**src/rtl/fb_writer_if.sv**
```systemverilog
// Pixel stream in, frame-buffer write port out, plus status strobes.
// The writer takes the slave side; the pixel source takes the master side.
interface fb_writer_if;
    logic        en;
    logic        s_valid;
    logic [11:0] s_data;
    logic        s_sof;
    logic        s_ready;
    logic        we;
    logic [16:0] waddr;
    logic [11:0] wdata;
    logic        frame_done;
    logic        sof_err;
    logic        busy;

    modport master (
        output en, s_valid, s_data, s_sof,
        input  s_ready, we, waddr, wdata, frame_done, sof_err, busy
    );

    modport slave (
        input  en, s_valid, s_data, s_sof,
        output s_ready, we, waddr, wdata, frame_done, sof_err, busy
    );
endinterface

```
**src/rtl/fb_writer.sv**
```systemverilog
// Writes an RGB444 pixel stream into a raster frame buffer.
// The frame is framed by s_sof; one registered write per accepted beat.
module fb_writer #(
    parameter int H_RES = 320,
    parameter int V_RES = 240
) (
    input  logic        clk,
    input  logic        rst_n,
    fb_writer_if.slave  fb
);
    localparam int COL_W = (H_RES > 1) ? $clog2(H_RES) : 1;
    localparam int ROW_W = (V_RES > 1) ? $clog2(V_RES) : 1;

    typedef enum logic {IDLE, WRITE} state_t;

    state_t             state_q, state_d;
    logic [COL_W-1:0]   col_q, col_d;
    logic [ROW_W-1:0]   row_q, row_d;
    logic [16:0]        ptr_q, ptr_d;
    logic               we_q, we_d;
    logic [16:0]        waddr_q, waddr_d;
    logic [11:0]        wdata_q, wdata_d;
    logic               frame_done_q, frame_done_d;
    logic               sof_err_q, sof_err_d;

    logic               accept;
    logic               do_write;
    logic [COL_W-1:0]   pos_col;
    logic [ROW_W-1:0]   pos_row;
    logic [16:0]        pos_addr;

    // An s_sof beat always lands at pixel (0,0), whatever the counters hold.
    assign accept   = fb.s_valid & fb.en;
    assign do_write = accept & (fb.s_sof | (state_q == WRITE));
    assign pos_col  = fb.s_sof ? '0 : col_q;
    assign pos_row  = fb.s_sof ? '0 : row_q;
    assign pos_addr = fb.s_sof ? '0 : ptr_q;

    always_comb begin
        state_d      = state_q;
        col_d        = col_q;
        row_d        = row_q;
        ptr_d        = ptr_q;
        we_d         = 1'b0;
        waddr_d      = waddr_q;
        wdata_d      = wdata_q;
        frame_done_d = 1'b0;
        sof_err_d    = 1'b0;

        if (do_write) begin
            we_d      = 1'b1;
            waddr_d   = pos_addr;
            wdata_d   = fb.s_data;
            sof_err_d = fb.s_sof & (state_q == WRITE);
            state_d   = WRITE;
            ptr_d     = pos_addr + 17'd1;
            if (pos_col == COL_W'(H_RES - 1)) begin
                col_d = '0;
                if (pos_row == ROW_W'(V_RES - 1)) begin
                    // Last pixel: park counters at zero so the next frame starts clean.
                    frame_done_d = 1'b1;
                    state_d      = IDLE;
                    row_d        = '0;
                    ptr_d        = '0;
                end else begin
                    row_d = pos_row + ROW_W'(1);
                end
            end else begin
                col_d = pos_col + COL_W'(1);
            end
        end
    end

    always_ff @(posedge clk or negedge rst_n) begin
        if (!rst_n) begin
            state_q      <= IDLE;
            col_q        <= '0;
            row_q        <= '0;
            ptr_q        <= '0;
            we_q         <= 1'b0;
            waddr_q      <= '0;
            wdata_q      <= '0;
            frame_done_q <= 1'b0;
            sof_err_q    <= 1'b0;
        end else begin
            state_q      <= state_d;
            col_q        <= col_d;
            row_q        <= row_d;
            ptr_q        <= ptr_d;
            we_q         <= we_d;
            waddr_q      <= waddr_d;
            wdata_q      <= wdata_d;
            frame_done_q <= frame_done_d;
            sof_err_q    <= sof_err_d;
        end
    end

    assign fb.s_ready    = fb.en;
    assign fb.we         = we_q;
    assign fb.waddr      = waddr_q;
    assign fb.wdata      = wdata_q;
    assign fb.frame_done = frame_done_q;
    assign fb.sof_err    = sof_err_q;
    assign fb.busy       = (state_q == WRITE);
endmodule

```
**src/flat_wrapper.sv**
```systemverilog
// flat-port wrapper written by rule: the top's interface ports become plain ports
module fb_writer_flat 
#(
    parameter int H_RES = 320,
    parameter int V_RES = 240
)
  (clk, rst_n, fb_en, fb_s_valid, fb_s_data, fb_s_sof, fb_s_ready, fb_we, fb_waddr, fb_wdata, fb_frame_done, fb_sof_err, fb_busy);
  fb_writer_if fb_i ();
  input  logic clk;
  input  logic rst_n;
  input wire logic [$bits(fb_i.en)-1:0] fb_en;
  input wire logic [$bits(fb_i.s_valid)-1:0] fb_s_valid;
  input wire logic [$bits(fb_i.s_data)-1:0] fb_s_data;
  input wire logic [$bits(fb_i.s_sof)-1:0] fb_s_sof;
  output wire logic [$bits(fb_i.s_ready)-1:0] fb_s_ready;
  output wire logic [$bits(fb_i.we)-1:0] fb_we;
  output wire logic [$bits(fb_i.waddr)-1:0] fb_waddr;
  output wire logic [$bits(fb_i.wdata)-1:0] fb_wdata;
  output wire logic [$bits(fb_i.frame_done)-1:0] fb_frame_done;
  output wire logic [$bits(fb_i.sof_err)-1:0] fb_sof_err;
  output wire logic [$bits(fb_i.busy)-1:0] fb_busy;
  assign fb_i.en = fb_en;
  assign fb_i.s_valid = fb_s_valid;
  assign fb_i.s_data = fb_s_data;
  assign fb_i.s_sof = fb_s_sof;
  assign fb_s_ready = fb_i.s_ready;
  assign fb_we = fb_i.we;
  assign fb_waddr = fb_i.waddr;
  assign fb_wdata = fb_i.wdata;
  assign fb_frame_done = fb_i.frame_done;
  assign fb_sof_err = fb_i.sof_err;
  assign fb_busy = fb_i.busy;
  fb_writer #(.H_RES(H_RES), .V_RES(V_RES)) u_core (.clk(clk), .rst_n(rst_n), .fb(fb_i));
endmodule
```
**config.mk**
```make
export PLATFORM = sky130hd
export DESIGN_NAME = fb_writer_flat
export DESIGN_NICKNAME = d
export VERILOG_FILES = /design/src/rtl/fb_writer_if.sv /design/src/rtl/fb_writer.sv /design/src/flat_wrapper.sv
export SDC_FILE = /design/constraint.sdc
export NUM_CORES = 1
export LEC_CHECK = 0
export ABC_CLOCK_PERIOD_IN_PS = 5200
export CAP_MARGIN = 10
export CELL_PAD_IN_SITES_DETAIL_PLACEMENT = 1
export CELL_PAD_IN_SITES_GLOBAL_PLACEMENT = 1
export CORE_MARGIN = 1
export CORE_UTILIZATION = 44
export DETAILED_ROUTE_END_ITERATION = 8
export HOLD_SLACK_MARGIN = 0.08
export PLACE_DENSITY_LB_ADDON = 0.1
export SLEW_MARGIN = 20
export SYNTH_ARGS = -nofsm -noshare
export SYNTH_HDL_FRONTEND = slang
export SYNTH_SLANG_ARGS = --single-unit
```
**constraint.sdc**
```tcl
create_clock -name clk -period 5.2 [get_ports clk]
set_clock_uncertainty 0.05 [all_clocks]
set_input_delay 1.04 -clock clk [delete_from_list [all_inputs] [get_ports clk]]
set_output_delay 1.04 -clock clk [all_outputs]
set_load 0.03 [all_outputs]
```
After elaboration in Yosys (flattened, before gate mapping)

Cells that the tools add are included.

Add/sub/neg operators: 3
Equality and inequality tests: 2
Mux-type cells: 14
Bitwise gates (word level): 4
Reductions and logical operators: 1

Operator list:

| operator              | number |
|---|---|
| $mux 17               | 3 |
| $mux 9                | 2 |
| $add 17x1->17 const B | 1 |
| $mux 8                | 2 |
| $add 9x1->9 const B   | 1 |
| $eq 9x9->1 const B    | 1 |
| $add 8x1->8 const B   | 1 |
| $eq 8x8->1 const B    | 1 |
| $mux 1                | 7 |
| $and 1x1->1           | 3 |
| $reduce_and 2->1      | 1 |
| $or 1x1->1            | 1 |

Register bits: 67
Input port bits: 17
Output and inout port bits: 34
Word-level logic and storage cells: 33

Logic depth before layout (Yosys ltp)

Depth in word-level cells: 5
Gate-level depth with buffers: 12
Depth with buffers taken out: 7

Worst setup path after synthesis

Ideal clock, no wire load.

Kind: input port to flip-flop
From: input fb_s_sof
To: register u_core.ptr_q[13]
Setup time: 0.069 ns
Data arrival time: 3.167 ns
Required time: 5.081 ns
Path slack: 1.914 ns
Cell stages on the path: 11
Path through: buf_4 > clkbuf_1 > clkbuf_1 > nor2b_1 > ha_1 > and4b_4 > and3_1 > buf_6 > a21o_4 > or3_1 > nand3_1

Longest elaborated chain between the ends: 4
Elaborated cells on any way between the ends: 10
Those cells by class: add/sub (1); eq/ne (2); mux (5); bitwise (2)

RTL lines:

| what                                               | line                             | text |
|---|---|---|
| from (decl)                                        | flat_wrapper.sv:14               | `input wire logic [$bits(fb_i.s_sof)-1:0] fb_s_sof;` |
| $mux 17 / $mux 8 (equally long branches)           | fb_writer.sv:37, fb_writer.sv:36 |  |
| $add 17x1->17 / $eq 8x8->1 (equally long branches) | fb_writer.sv:56, fb_writer.sv:59 |  |
| $mux 17                                            | fb_writer.sv:59                  | `if (pos_row == ROW_W'(V_RES - 1)) begin` |
| $mux 17                                            | fb_writer.sv:57                  | `if (pos_col == COL_W'(H_RES - 1)) begin` |
| to (signal assigned)                               | fb_writer.sv:89                  | `ptr_q <= ptr_d;` |
| to (decl)                                          | fb_writer.sv:19                  | `logic [16:0] ptr_q, ptr_d;` |

Several ways; a longest one is shown, not always the timed one.
A chain may end at the register's enable or synchronous reset.

Worst setup path in the final report

From: input fb_s_sof
To: register u_core.ptr_q[16]

The elaborated chain is that of the path after synthesis.

==> results.ini <==
[worst_setup_path]
critical-path-slowest-cell = clkdlybuf4s50_1
cp.arrival_ns = 3.75
cp_data_required_time_ns = 5.38
critPathCaptureType = flip-flop
path_cells = clkdlybuf4s50_1 -> buf_4 -> nor2b_1 -> ha_1 -> and4b_4 -> and3_1 -> a21oi_2 -> o211ai_1 -> o311ai_1
r2r_start = u_core.col_q[1]
r2r_setup_slack_ns = 2.90
path_max_fanout = 15
worst_path_largest_cell_delay_ns = 0.75
rr_endpoint = u_core.ptr_q[16]
reg2reg_depth = 7
startpoint_type = input pin
critPathKind = in -> reg

[final_layout]
area_delta_synth_final_pct = 25.2
fillers = 873
diodes = 0
final-instance-count-excl-fill = 519
drive_above_1_share = 0.0976
nNetsFinal = 434

[placement]
io_buffers = 50
routabilityCongestion = 0.785
hpwlAfterDp_um = 5660
dp_cells = 503

[grt]
gr-total-overflow = 0
globalRouteTotalUtil = 0.235
grt_pass1_vias = 2885
grt_pass1_wl_um = 13900
antenna_found_initial = 0
grt_max_degree = 41

[routing]
vias = 2820
wl_um = 8440
drt_iter0_markers = 100
firstDrtPassIters = 4
detail_route.wl_per_cell_um = 16.3
postRouteAntennaNets = 0
viasPerCell = 5.43
drc_errors = 0

[timing]
hold_violations = 0
fmax_ghz = 0.281
fin_crit_ns = 3.56
worst_slew_pin_slew_ns = 0.634
final-setup-viol-count = 0
rsz0062_at_grt = false
slew_viol_final = 0
post-route-period-util = 0.685
slew_headroom = 0.577
setup_tns_ns = 0

[pwr]
power_frac_clock = 0.393
p_leak_nw = 1.85
p_sw_mw = 0.408
pwr_density_cell_mw_per_mm2 = 337
switching_share = 0.291
power.internal_mw = 0.992
power.total_mw = 1.40
vdd_drop_max_v = 0.000182
power_frac_comb = 0.167
power_frac_seq = 0.439

[die]
core_mm2 = 0.00725
num_rows = 31
die-area_mm2 = 0.00788
ios = 51
die_h_um = 88.8
die_x_um = 88.8
start_util = 0.457

[clock_network]
hold_buffers = 0
clk_path_buf_depth = 2
post_cts_buffers = 0
numClockSinks = 67
ctsResizeCount = 0
cts_root_buf = clkbuf_8
cts_max_level = 3
clk_latency_ns = 0.35
cts_tree = yes
cts_buffers = 9
clkTransAtPathRegs_ns = 0.08

[synth]
syn_inst = 367
yosysMostFrequentCell = nand2_1
synth.area.top_cells = dfrtp_1 (51%), nand2_1 (12%), nand3_1 (3.2%)
syn_area_per_cell_um2 = 9.03
synthTopCellsByCount = nand2_1 (107), dfrtp_1 (67), nand3_1 (21)
yosysWarnings = 0
async_reset_ff_frac = 1.00
synth_seq_cells = 67
syn_area_mm2 = 0.00331
ys_seq_area_frac = 0.506
synth-main-ff-cell = dfrtp_1
synth_edf_count = 0
yosysUniqueCellTypes = 52
syn-num-nets = 386
synth_top_cell_area_share = 0.506
synth_area_leader_cell = dfrtp_1

[min_path]
worstHoldPathType = reg -> reg
hold_depth = 2
hold_end = u_core.fb.waddr[3]
min_from = u_core.fb.waddr[3]

[run_status]
outcome = finished clean

[job]
drv_cap = 0

area by class of cell:
class	count	area (um^2)	share of cell area
Timing Repair Buffer	57	548	0.132
Sequential cell	67	1680	0.404
Inverter	8	30.0	0.00724
Tap cell	99	124	0.0299
Clock inverter	6	111	0.0268
Clock buffer	10	138	0.0332
Multi-Input combinational cell	272	1520	0.367
cells in the final DEF, fill, tap and decap left out, types with 2 or more instances in the layout:
cell               n
a21oi_1           12
clkdlybuf4s50_1   49
ha_1               2
nand4_1            2
o21ai_1            3
and3_1             2
nor3_1             6
bufinv_16          3
or2_2              2
nand2b_1           6
mux2i_1            4
o31ai_1            6
nor2_1            16
nor2_2             2
inv_1              8
clkbuf_8          10
nand3_1           21
dfrtp_1           67
nand4b_1           3
o311ai_1           2
a21o_1             2
nand2_1          107
a31oi_1            6
nand4_2            2
or3_1              4
o21ai_0           18
buf_4              7
o221ai_1           2
a22o_1             2
nand3b_1          14
nor2b_1            7
worst max path at each step:
stage	startpoint	endpoint	slack, ns	cells past startpoint
floorplan	fb_s_sof	u_core.ptr_q[13]	1.91	11
global placement	fb_s_sof	u_core.ptr_q[16]	1.46	9
detailed placement	fb_s_sof	u_core.ptr_q[16]	1.28	9
CTS	fb_s_sof	u_core.ptr_q[16]	1.64	9
global route	fb_s_sof	u_core.ptr_q[16]	1.49	9
finish	fb_s_sof	u_core.ptr_q[16]	1.64	9
sequential cells by signal, indices dropped and copies added, names as in the netlist:
register	cells
u_core.fb.busy	1
u_core.fb.wdata	12
u_core.fb.we	1
u_core.fb.waddr	17
u_core.col_q	9
u_core.row_q	8
u_core.ptr_q	17
u_core.fb.sof_err	1
u_core.fb.frame_done	1
worst max-delay path: cells and delay by family:
kind                       cells  cell delay, ns
AOI/OAI and AO/OA              3            0.84
and+or+nand+nor                3            0.57
adders and majority gates      1            0.25
buffers and inverters          2            1.04
kinds of logic after synthesis:
logic type	Yosys count	synth area share
AND/OR/NAND/NOR	204	0.312
XOR/XNOR	2	0.00529
multiplexers	4	0.0121
flip-flops	67	0.506
AO/OA/AOI/OAI	60	0.119
buffers and inverters	28	0.0377
adder cells (fa/ha/maj)	2	0.00755
metrics by stage:
| stage | cell area, um^2 | hold slack, ns | utilization | setup WS (ns) |
|---|---|---|---|---|
| after floorplan | 3310 | 0.391 | - | 1.91 |
| after CTS | 4150 | 0.423 | 0.572 | 1.64 |
| final | 4150 | 0.419 | 0.572 | 1.64 |
| after global routing | 4150 | 0.450 | 0.572 | 1.49 |
| after global placement | 3900 | 0.400 | 0.538 | 1.46 |
| after detailed placement | 3900 | 0.406 | 0.538 | 1.28 |
power groups by stage:
stage	clock network, mW	logic, mW	registers (mW)
6_report	0.551	0.234	0.615
5_1_grt	0.583	0.256	0.623
4_1_cts	0.559	0.238	0.615
3_5_place_dp	0	0.235	0.625
3_3_place_gp	0	0.227	0.620
2_1_floorplan	0	0.0911	0.661
metal layers:
metal	global-route usage	vias to the layer above	wire length, um
met2	0.399	59	4080
met5	0	-	0
li1	-	1352	-
met3	0.0410	13	308
met4	0.0982	0	153
met1	0.297	1396	3890
No activity file was read; power rests on OpenSTA's default activity.
